[src/rtl/relu_maxpool_pkg.sv]
// -----------------------------------------------------------------------------
// relu_maxpool_pkg
// Shared constants and the FSM state type for the 2x2 / stride-2 max-pooling
// unit that follows the ReLU stage.
//   INTERNAL_BITS : datapath sample width (signed two's complement)
//   POOL_MAX_COLS : widest supported input row (must be even)
//   pool_state_e  : IDLE -> RUN -> DRAIN -> DONE -> IDLE
// -----------------------------------------------------------------------------
package relu_maxpool_pkg;

    localparam int INTERNAL_BITS = 32;
    localparam int POOL_MAX_COLS = 64;

    typedef enum logic [1:0] {
        POOL_IDLE  = 2'd0,
        POOL_RUN   = 2'd1,
        POOL_DRAIN = 2'd2,
        POOL_DONE  = 2'd3
    } pool_state_e;

endpackage

[src/rtl/pool_line_buffer.sv]
// -----------------------------------------------------------------------------
// pool_line_buffer
// Half-width line buffer holding the horizontal maxima of the current even
// row until the matching odd row arrives. One shared address: the same slot
// is written on an even row and read back on the following odd row.
// Ports:
//   clk      : clock, write on rising edge
//   wr_en    : write enable
//   addr     : slot index (column pair)
//   wr_data  : value to store
//   rd_data  : combinational read of slot addr
// -----------------------------------------------------------------------------
module pool_line_buffer #(
    parameter int DEPTH  = 32,
    parameter int DATA_W = 32,
    parameter int ADDR_W = $clog2(DEPTH)
) (
    input  logic              clk,
    input  logic              wr_en,
    input  logic [ADDR_W-1:0] addr,
    input  logic [DATA_W-1:0] wr_data,
    output logic [DATA_W-1:0] rd_data
);

    logic [DATA_W-1:0] mem [DEPTH];

    // NOTE: storage arrays carry no reset; every slot is written on an even
    // row before the odd row reads it, so a reset would only cost flops.
    always_ff @(posedge clk) begin
        if (wr_en) begin
            mem[addr] <= wr_data;
        end
    end

    assign rd_data = mem[addr];

endmodule

[src/rtl/relu_maxpool.sv]
// -----------------------------------------------------------------------------
// relu_maxpool
// Streaming 2x2 / stride-2 max pooling of one feature-map channel. Pixels
// arrive in raster order on a valid/ready stream; one pooled value per 2x2
// window leaves on a single-entry valid/ready output stage.
// Ports:
//   clk, rst_n           : clock, asynchronous active-low reset
//   start                : frame start pulse (honoured only when idle)
//   cfg_cols, cfg_rows   : frame size, sampled on an accepted start
//   in_valid/in_ready    : input handshake, in_data = ReLU sample
//   out_valid/out_ready  : output handshake, out_data = pooled sample
//   busy                 : frame in progress (state is not IDLE)
//   done                 : one-cycle pulse after the last output is taken
// -----------------------------------------------------------------------------
module relu_maxpool
    import relu_maxpool_pkg::*;
#(
    parameter int MAX_COLS = POOL_MAX_COLS,
    parameter int DATA_W   = INTERNAL_BITS,
    parameter int DIM_W    = $clog2(MAX_COLS) + 1
) (
    input  logic              clk,
    input  logic              rst_n,
    input  logic              start,
    input  logic [DIM_W-1:0]  cfg_cols,
    input  logic [DIM_W-1:0]  cfg_rows,
    input  logic              in_valid,
    output logic              in_ready,
    input  logic [DATA_W-1:0] in_data,
    output logic              out_valid,
    input  logic              out_ready,
    output logic [DATA_W-1:0] out_data,
    output logic              busy,
    output logic              done
);

    localparam int LB_DEPTH = MAX_COLS / 2;
    localparam int ADDR_W   = $clog2(LB_DEPTH);

    function automatic logic [DATA_W-1:0] smax(input logic [DATA_W-1:0] a,
                                              input logic [DATA_W-1:0] b);
        return ($signed(a) > $signed(b)) ? a : b;
    endfunction

    pool_state_e       state_q, state_d;
    logic [DIM_W-1:0]  cols_q, rows_q;
    logic [DIM_W-1:0]  col_cnt, row_cnt;
    logic [DATA_W-1:0] h_reg;

    // Configuration as it would be latched: LSB forced to 0, width clamped.
    logic [DIM_W-1:0]  cols_even, cols_cfg, rows_cfg;
    assign cols_even = cfg_cols & ~DIM_W'(1);
    assign cols_cfg  = (cols_even > DIM_W'(MAX_COLS)) ? DIM_W'(MAX_COLS) : cols_even;
    assign rows_cfg  = cfg_rows & ~DIM_W'(1);

    logic start_fire, zero_size, in_fire, out_fire, col_last, row_last;
    assign start_fire = start && (state_q == POOL_IDLE);
    assign zero_size  = (cols_cfg == '0) || (rows_cfg == '0);
    assign in_fire    = in_valid && in_ready;
    assign out_fire   = out_valid && out_ready;
    assign col_last   = (col_cnt == cols_q - DIM_W'(1));
    assign row_last   = (row_cnt == rows_q - DIM_W'(1));

    assign in_ready = (state_q == POOL_RUN) && !out_valid;
    assign busy     = (state_q != POOL_IDLE);
    assign done     = (state_q == POOL_DONE);

    // Max logic: horizontal pair, then fold in the even-row pair from the buffer.
    logic [DATA_W-1:0] pair_max, lb_rd, pool_max;
    logic              lb_we, win_last;
    assign pair_max = smax(h_reg, in_data);
    assign pool_max = smax(pair_max, lb_rd);
    assign lb_we    = in_fire && !row_cnt[0] && col_cnt[0];
    assign win_last = in_fire &&  row_cnt[0] && col_cnt[0];

    pool_line_buffer #(
        .DEPTH  (LB_DEPTH),
        .DATA_W (DATA_W),
        .ADDR_W (ADDR_W)
    ) u_line_buffer (
        .clk     (clk),
        .wr_en   (lb_we),
        .addr    (col_cnt[ADDR_W:1]),
        .wr_data (pair_max),
        .rd_data (lb_rd)
    );

    always_comb begin
        // NOTE: default assignment first so no path leaves state_d unassigned
        // (which would infer a latch).
        state_d = state_q;
        case (state_q)
            POOL_IDLE:  if (start)    state_d = zero_size ? POOL_DONE : POOL_RUN;
            POOL_RUN:   if (in_fire && col_last && row_last) state_d = POOL_DRAIN;
            POOL_DRAIN: if (out_fire) state_d = POOL_DONE;
            POOL_DONE:                state_d = POOL_IDLE;
            default:                  state_d = POOL_IDLE;
        endcase
    end

    // NOTE: sequential state uses non-blocking (<=) so every register samples
    // the values from before the edge, independent of statement order.
    always_ff @(posedge clk or negedge rst_n) begin
        if (!rst_n) begin
            state_q <= POOL_IDLE;
        end else begin
            state_q <= state_d;
        end
    end

    always_ff @(posedge clk or negedge rst_n) begin
        if (!rst_n) begin
            cols_q  <= '0;
            rows_q  <= '0;
            col_cnt <= '0;
            row_cnt <= '0;
        end else if (start_fire) begin
            cols_q  <= cols_cfg;
            rows_q  <= rows_cfg;
            col_cnt <= '0;
            row_cnt <= '0;
        end else if (in_fire) begin
            if (col_last) begin
                col_cnt <= '0;
                row_cnt <= row_cnt + DIM_W'(1);
            end else begin
                col_cnt <= col_cnt + DIM_W'(1);
            end
        end
    end

    always_ff @(posedge clk or negedge rst_n) begin
        if (!rst_n) begin
            h_reg <= '0;
        end else if (in_fire && !col_cnt[0]) begin
            h_reg <= in_data;
        end
    end

    // Single-entry output stage; in_ready is low while it is full, so a load
    // and an unload never coincide.
    always_ff @(posedge clk or negedge rst_n) begin
        if (!rst_n) begin
            out_valid <= 1'b0;
            out_data  <= '0;
        end else if (win_last) begin
            out_valid <= 1'b1;
            out_data  <= pool_max;
        end else if (out_fire) begin
            out_valid <= 1'b0;
        end
    end

endmodule

[config.mk]
export PLATFORM = sky130hd
export DESIGN_NAME = relu_maxpool
export DESIGN_NICKNAME = d
export VERILOG_FILES = /design/src/rtl/relu_maxpool_pkg.sv /design/src/rtl/pool_line_buffer.sv /design/src/rtl/relu_maxpool.sv
export SDC_FILE = /design/constraint.sdc
export NUM_CORES = 1
export LEC_CHECK = 0
export ABC_CLOCK_PERIOD_IN_PS = 8400
export BUFFER_PORTS_ARGS = -buffer_cell sky130_fd_sc_hd__buf_2
export CORE_AREA = 2 2 381 383
export CTS_CLUSTER_DIAMETER = 40
export DETAILED_ROUTE_END_ITERATION = 10
export DIE_AREA = 0 0 383 385
export PLACE_DENSITY = 0.48
export SETUP_SLACK_MARGIN = 0.02
export SYNTH_ARGS = -nofsm -noshare
export SYNTH_HDL_FRONTEND = slang
export SYNTH_HIERARCHICAL = 1
export SYNTH_SLANG_ARGS = --single-unit
[constraint.sdc]
create_clock -name clk -period 8.4 [get_ports clk]
set_input_delay 1.26 -clock clk [delete_from_list [all_inputs] [get_ports clk]]
set_output_delay 1.26 -clock clk [all_outputs]
set_load 0.01 [all_outputs]
=== Word-level counts from Yosys, hierarchy flattened ===
Memories as Yosys holds them, arrays and structs flattened.
Index checks and enable logic that the tools add are counted.
W data, S select, Z words.

* Bits in registers: 94
* Memories: 1
* Bits of input ports: 51
* Bits in writable memories: 1024
* Logic and storage cells: 66

{| class="wikitable"
|+ Memory list
! name !! depth !! bits a word !! read ports !! clocked after memory_dff !! wr ports !! RTL line !! RTL
|-
| u_line_buffer.mem || 32 || 32 || 1 || 0 || 1 || pool_line_buffer.sv:25 || <nowiki>logic [DATA_W-1:0] mem [DEPTH];</nowiki>
|}

* $add $sub $neg: 4
* Reduce and logical (&&, ||, !) cells: 24
* Mux-type cells: 18
* Eq/ne operators: 8
* $lt $le $gt $ge: 3

{| class="wikitable"
|+ Operators with widths
! kind !! count
|-
| $gt A32 B32 Y1 || 2
|-
| $mux W32 || 2
|-
| $mux W7 || 7
|-
| $add A7 B1 Y7 const B || 2
|-
| $eq A7 B7 Y1 || 2
|-
| $logic_not A7 Y1 || 2
|-
| $sub A7 B1 Y7 const B || 2
|-
| $logic_and A1 B1 Y1 || 11
|-
| $mux W2 || 4
|-
| $pmux W2 S4 || 1
|-
| $reduce_bool A2 Y1 || 4
|-
| $gt A7 B7 Y1 const B || 1
|-
| $eq A2 B2 Y1 const B || 2
|-
| $mux W1 || 4
|-
| $ne A2 B2 Y1 const B || 2
|-
| $logic_not A1 Y1 || 3
|-
| $reduce_and A3 Y1 || 1
|-
| $eq A2 B1 Y1 const B || 1
|-
| $logic_not A2 Y1 || 1
|-
| $ne A2 B1 Y1 const B || 1
|-
| $reduce_and A2 Y1 || 1
|-
| $logic_or A1 B1 Y1 || 1
|}

=== Longest topological paths before layout ===
* Word-level depth: 7
* Depth in mapped cells: 18
* Gate-level depth less buffers: 16

=== Cells and area by module ===
Netlist, hierarchy kept.

{| class="wikitable"
|+ By module, submodules not included
! module !! cells each !! area an instance (um^2) !! sequential area each (um^2) !! instances
|-
| pool_line_buffer || 2075 || 39101.3 || 30749.5 || 1
|-
| relu_maxpool || 678 || 6481.2 || 2327.2 || 1
|}

=== Worst setup path before layout ===
Ideal clock, no wire load.

* Path kind: input-to-reg
* Start point: input in_data[29]
* End point: register out_data[10]
* Library setup time: 0.124 ns
* Slack: 2.620 ns
* Data arrival time: 5.656 ns
* Buffers on the path: 2
* Stages on the path: 18
* Cells stage by stage: inv_1 ha_1 a21o_1 a2111o_1 a211oi_1 a41oi_1 o21ai_1 buf_2 mux2_2 ha_1 a21oi_1 o21ai_0 a2111o_1 o32a_1 o211ai_1 nor2_1 clkbuf_1 a211o_1

* Cells in the longest elaborated chain, start to end: 4

{| class="wikitable"
|+ Ends and longest elaborated chain
! element !! RTL line !! RTL
|-
| start, declared || relu_maxpool.sv:29 || <nowiki>input logic [DATA_W-1:0] in_data,</nowiki>
|-
| $gt A32 B32 Y1 || relu_maxpool.sv:42 || <nowiki>return ($signed(a) > $signed(b)) ? a : b;</nowiki>
|-
| $mux W32 || relu_maxpool.sv:42 ||
|-
| named net pair_max[5] || relu_maxpool.sv:69 || <nowiki>logic [DATA_W-1:0] pair_max, lb_rd, pool_max;</nowiki>
|-
| $gt A32 B32 Y1 || relu_maxpool.sv:42 ||
|-
| $mux W32 || relu_maxpool.sv:42 ||
|-
| end signal, assigned || relu_maxpool.sv:148 || <nowiki>out_data <= pool_max;</nowiki>
|-
| end, declared || relu_maxpool.sv:32 || <nowiki>output logic [DATA_W-1:0] out_data,</nowiki>
|}

The timed path passes the listed nets, and every way through them passes these cells.
A chain may end at the register's enable or synchronous reset.

=== Worst setup path after layout ===
* Start point: input in_data[29]
* End point: register out_data[30]

The elaborated chain is that of the path after synthesis.

==> out/metrics.yaml <==
portBuffers: 84
worstPathArrival_ps: 6990
rows: 139
layout_commonest_cell: "edfxtp_1"
nets: 3035
crit_chain: "buf_2 -> inv_1 -> ha_1 -> a21o_1 -> a2111o_1 -> a211oi_1 -> a41oi_1 -> o21ai_4 -> buf_4 -> mux2_2 -> ha_1 -> nand4_1 -> nor4_1 -> and4_1 -> o32a_1 -> o211ai_1 -> buf_4 -> and3_1 -> a211o_1"
setup_slack_ps: 2060
vdd_drop_max_mv: 0.287
worst-path-max-fanout: 34
slew_headroom_pct: 10.1
setup.worst_path.class: "primary input to flip-flop"
slowest_delay_ps: 600
synthCells: 2753
drive_above_1_share_pct: 16.9
min_period_ps: 6340
vias: 25500
antenna_found_initial: 6
worstMarginPinSlew_ps: 1340
clockBufferDepth: 3
ys_types: 60
maxCapViolCount: 0
crit_buf_inv: 4
post_cts_buffers: 0
dieArea_sq_um: 147000
grt_first_pass_wirelength_mm: 185
cpMaxStageDelayCell: "o21ai_4"
finalClockSkew_ps: 32.9
start_util_pct: 31.8
die_h_microns: 385
cts_max_level: 4
ys_seq_area_share_pct: 72.6
track_usage_pct: 17.6
cts_buffers: 155
core_sq_um: 143000
largest_reg_flops: 1024
rsz0062_at_grt: "no"
ff2ff_path_depth: 15
syn_nets: 2877
globalRouteOverflowTotal: 0
drv_slew: 0
syn_avg_cell_area_sq_um: 16.6
cp.required_ps: 9050
synth_area_sq_um: 45600
first_pass_iters: 5
fp.dieW_microns: 383
post_cts_resized: 0
cts_root_buffer: "clkbuf_16"
fin_util_pct: 37.5
setup_viol: 0
fmax_ghz: 0.158
async_reset_ff_share_pct: 8.33
cp-start-kind: "primary input"
endpoint_kind: "flip-flop"
hpwl_mm: 74.6
drt_iter0_markers: 2172
yosys_warnings: 6
tns_ps: 0
grt_pass1_vias: 25900
grt_max_degree: 104
hold_viol_final: 0
vias_per_cell: 5.16
numClockSinks: 1117
whs_path_depth: 2
area_delta_synth_final_pct: 17.7
clk_latency_ps: 780
cpLargestDelayFamily: "compound AO/OA/AOI/OAI gates"
ys_ff_latch: 1117
io_pins: 87
finalCritPeriodShare_pct: 75.5
synthFlopType: "edfxtp_1"
power.leakage_nw: 17.5
postRouteAntennaNets: 0
cts_tree: "built"
routabilityCongestion: 0.797
hold_class: "flip-flop to flip-flop"
pre_cts_slack_ps: 1300
drcViolationCount: 0
cts.clk_slew.worst_paths_ps: 50
cts_hold_buf: 0
p_per_area_nw_per_um2: 353
wl_per_cell_microns: 26.5
status: "completed"
wl_mm: 131
synth_edf_count: 1024
final_cell_mix: "1024 x edfxtp_1, 515 x mux2i_1, 256 x o22ai_1, 158 x clkbuf_16, 92 x dfrtp_1"
cp.depth: 19
layout make-up:
type,count,area (sq um)
diodes,2,5.00
clock buffers,194,4170
clock inverters,92,1070
fillers,13300,89500
inverters,75,282
multi-input cells,1410,11700
flip-flops and latches,1117,33100
well taps,1903,2380
repair buffers,152,971
per-layer routing:
layer  part of all wire [%]  global-route usage (%)  wire length, microns  vias to the layer above
met5                      0                       0                     0                        -
met4                    2.7                    5.79                  3560                        0
met3                    5.3                    3.22                  6950                      201
met2                     48                    29.1                 63000                      733
met1                     44                    23.4                 57700                    13400
li1                       -                       -                     -                    11200
cells in the mapped netlist (3+ instances only):
library cell  instances  area share, %
or4b_4                3          0.091
nand2_1              87           0.72
mux2i_1             515             11
nor2_1               51           0.42
mux2_2               62            1.5
nand2b_1              7          0.096
nand4bb_1             6           0.15
buf_2                85           0.93
o211ai_1              3          0.049
xor2_1                8           0.15
ha_1                 73            2.0
nand4b_1              4          0.077
edfxtp_1           1024             67
dfrtp_1              93            5.1
clkbuf_1             43           0.35
a21oi_1              31           0.34
and3_1               35           0.48
xnor2_1              13           0.25
o21ai_0              21           0.23
nor3_1                6          0.066
or3b_2                3          0.058
o22ai_1             256            3.5
o311ai_0              3          0.058
inv_1                75           0.62
and2_1               38           0.52
nand3_1              16           0.18
nor4_1               70           0.96
nor2b_1               4          0.055
nand4_1              13           0.18
nand3b_1             12           0.20
buf_6                19           0.47
a211o_1              31           0.60
a21o_1                5          0.082
cells by family (layout without fill, tap and decap cells):
kind of cell | Yosys count | count (layout) | synth area share [%]
flip-flops | 1117 | 1117 | 72.6
multiplexers | 577 | 577 | 12.8
AO/OA/AOI/OAI | 370 | 370 | 5.26
AND/OR/NAND/NOR | 368 | 368 | 4.47
buffers and inverters | 226 | 513 | 2.42
adder cells (fa/ha/maj) | 73 | 73 | 2.00
XOR/XNOR | 22 | 22 | 0.439
other | 0 | 2 | 0
per-stage QoR:
step | cells | hold slack [ps] | area, sq um | total power [W]
finish | 4945 | 490 | 53600 | 0.0189
global placement | 4657 | 493 | 48400 | 0.0124
CTS | 4943 | 461 | 53600 | 0.0191
detailed placement | 4657 | 486 | 48400 | 0.0125
global route | 4943 | 526 | 53600 | 0.0197
floorplan | 2753 | 467 | 45600 | 0.0107
worst paths after layout:
check	end	slack, ps	startpoint
hold / removal	rows_q[6]$_DFFE_PN0P_	490	rows_q[6]$_DFFE_PN0P_
hold reg to reg	rows_q[6]$_DFFE_PN0P_	490	rows_q[6]$_DFFE_PN0P_
max in group asynchronous	out_data[12]$_DFFE_PN0P_	6650	rst_n
setup reg to reg	out_data[30]$_DFFE_PN0P_	2180	col_cnt[4]$_DFFE_PN0P_
setup / recovery	out_data[30]$_DFFE_PN0P_	2060	in_data[29]
min in group asynchronous	h_reg[16]$_DFFE_PN0P_	520	rst_n
where the power goes:
| part | total, W | switching (W) | internal, W |
|---|---|---|---|
| clock | 0.00653 | 0.00248 | 0.00405 |
| combinational | 0.00453 | 0.00316 | 0.00137 |
| sequential | 0.00785 | 0.000273 | 0.00758 |
| total | 0.0189 | 0.00592 | 0.0130 |
tightest hold or removal path, stage by stage, from the launching register on:
cell	delay, ps
dfrtp_1	350
nand2_1	50
nand2_1	50
No activity file was read; power rests on OpenSTA's default activity.
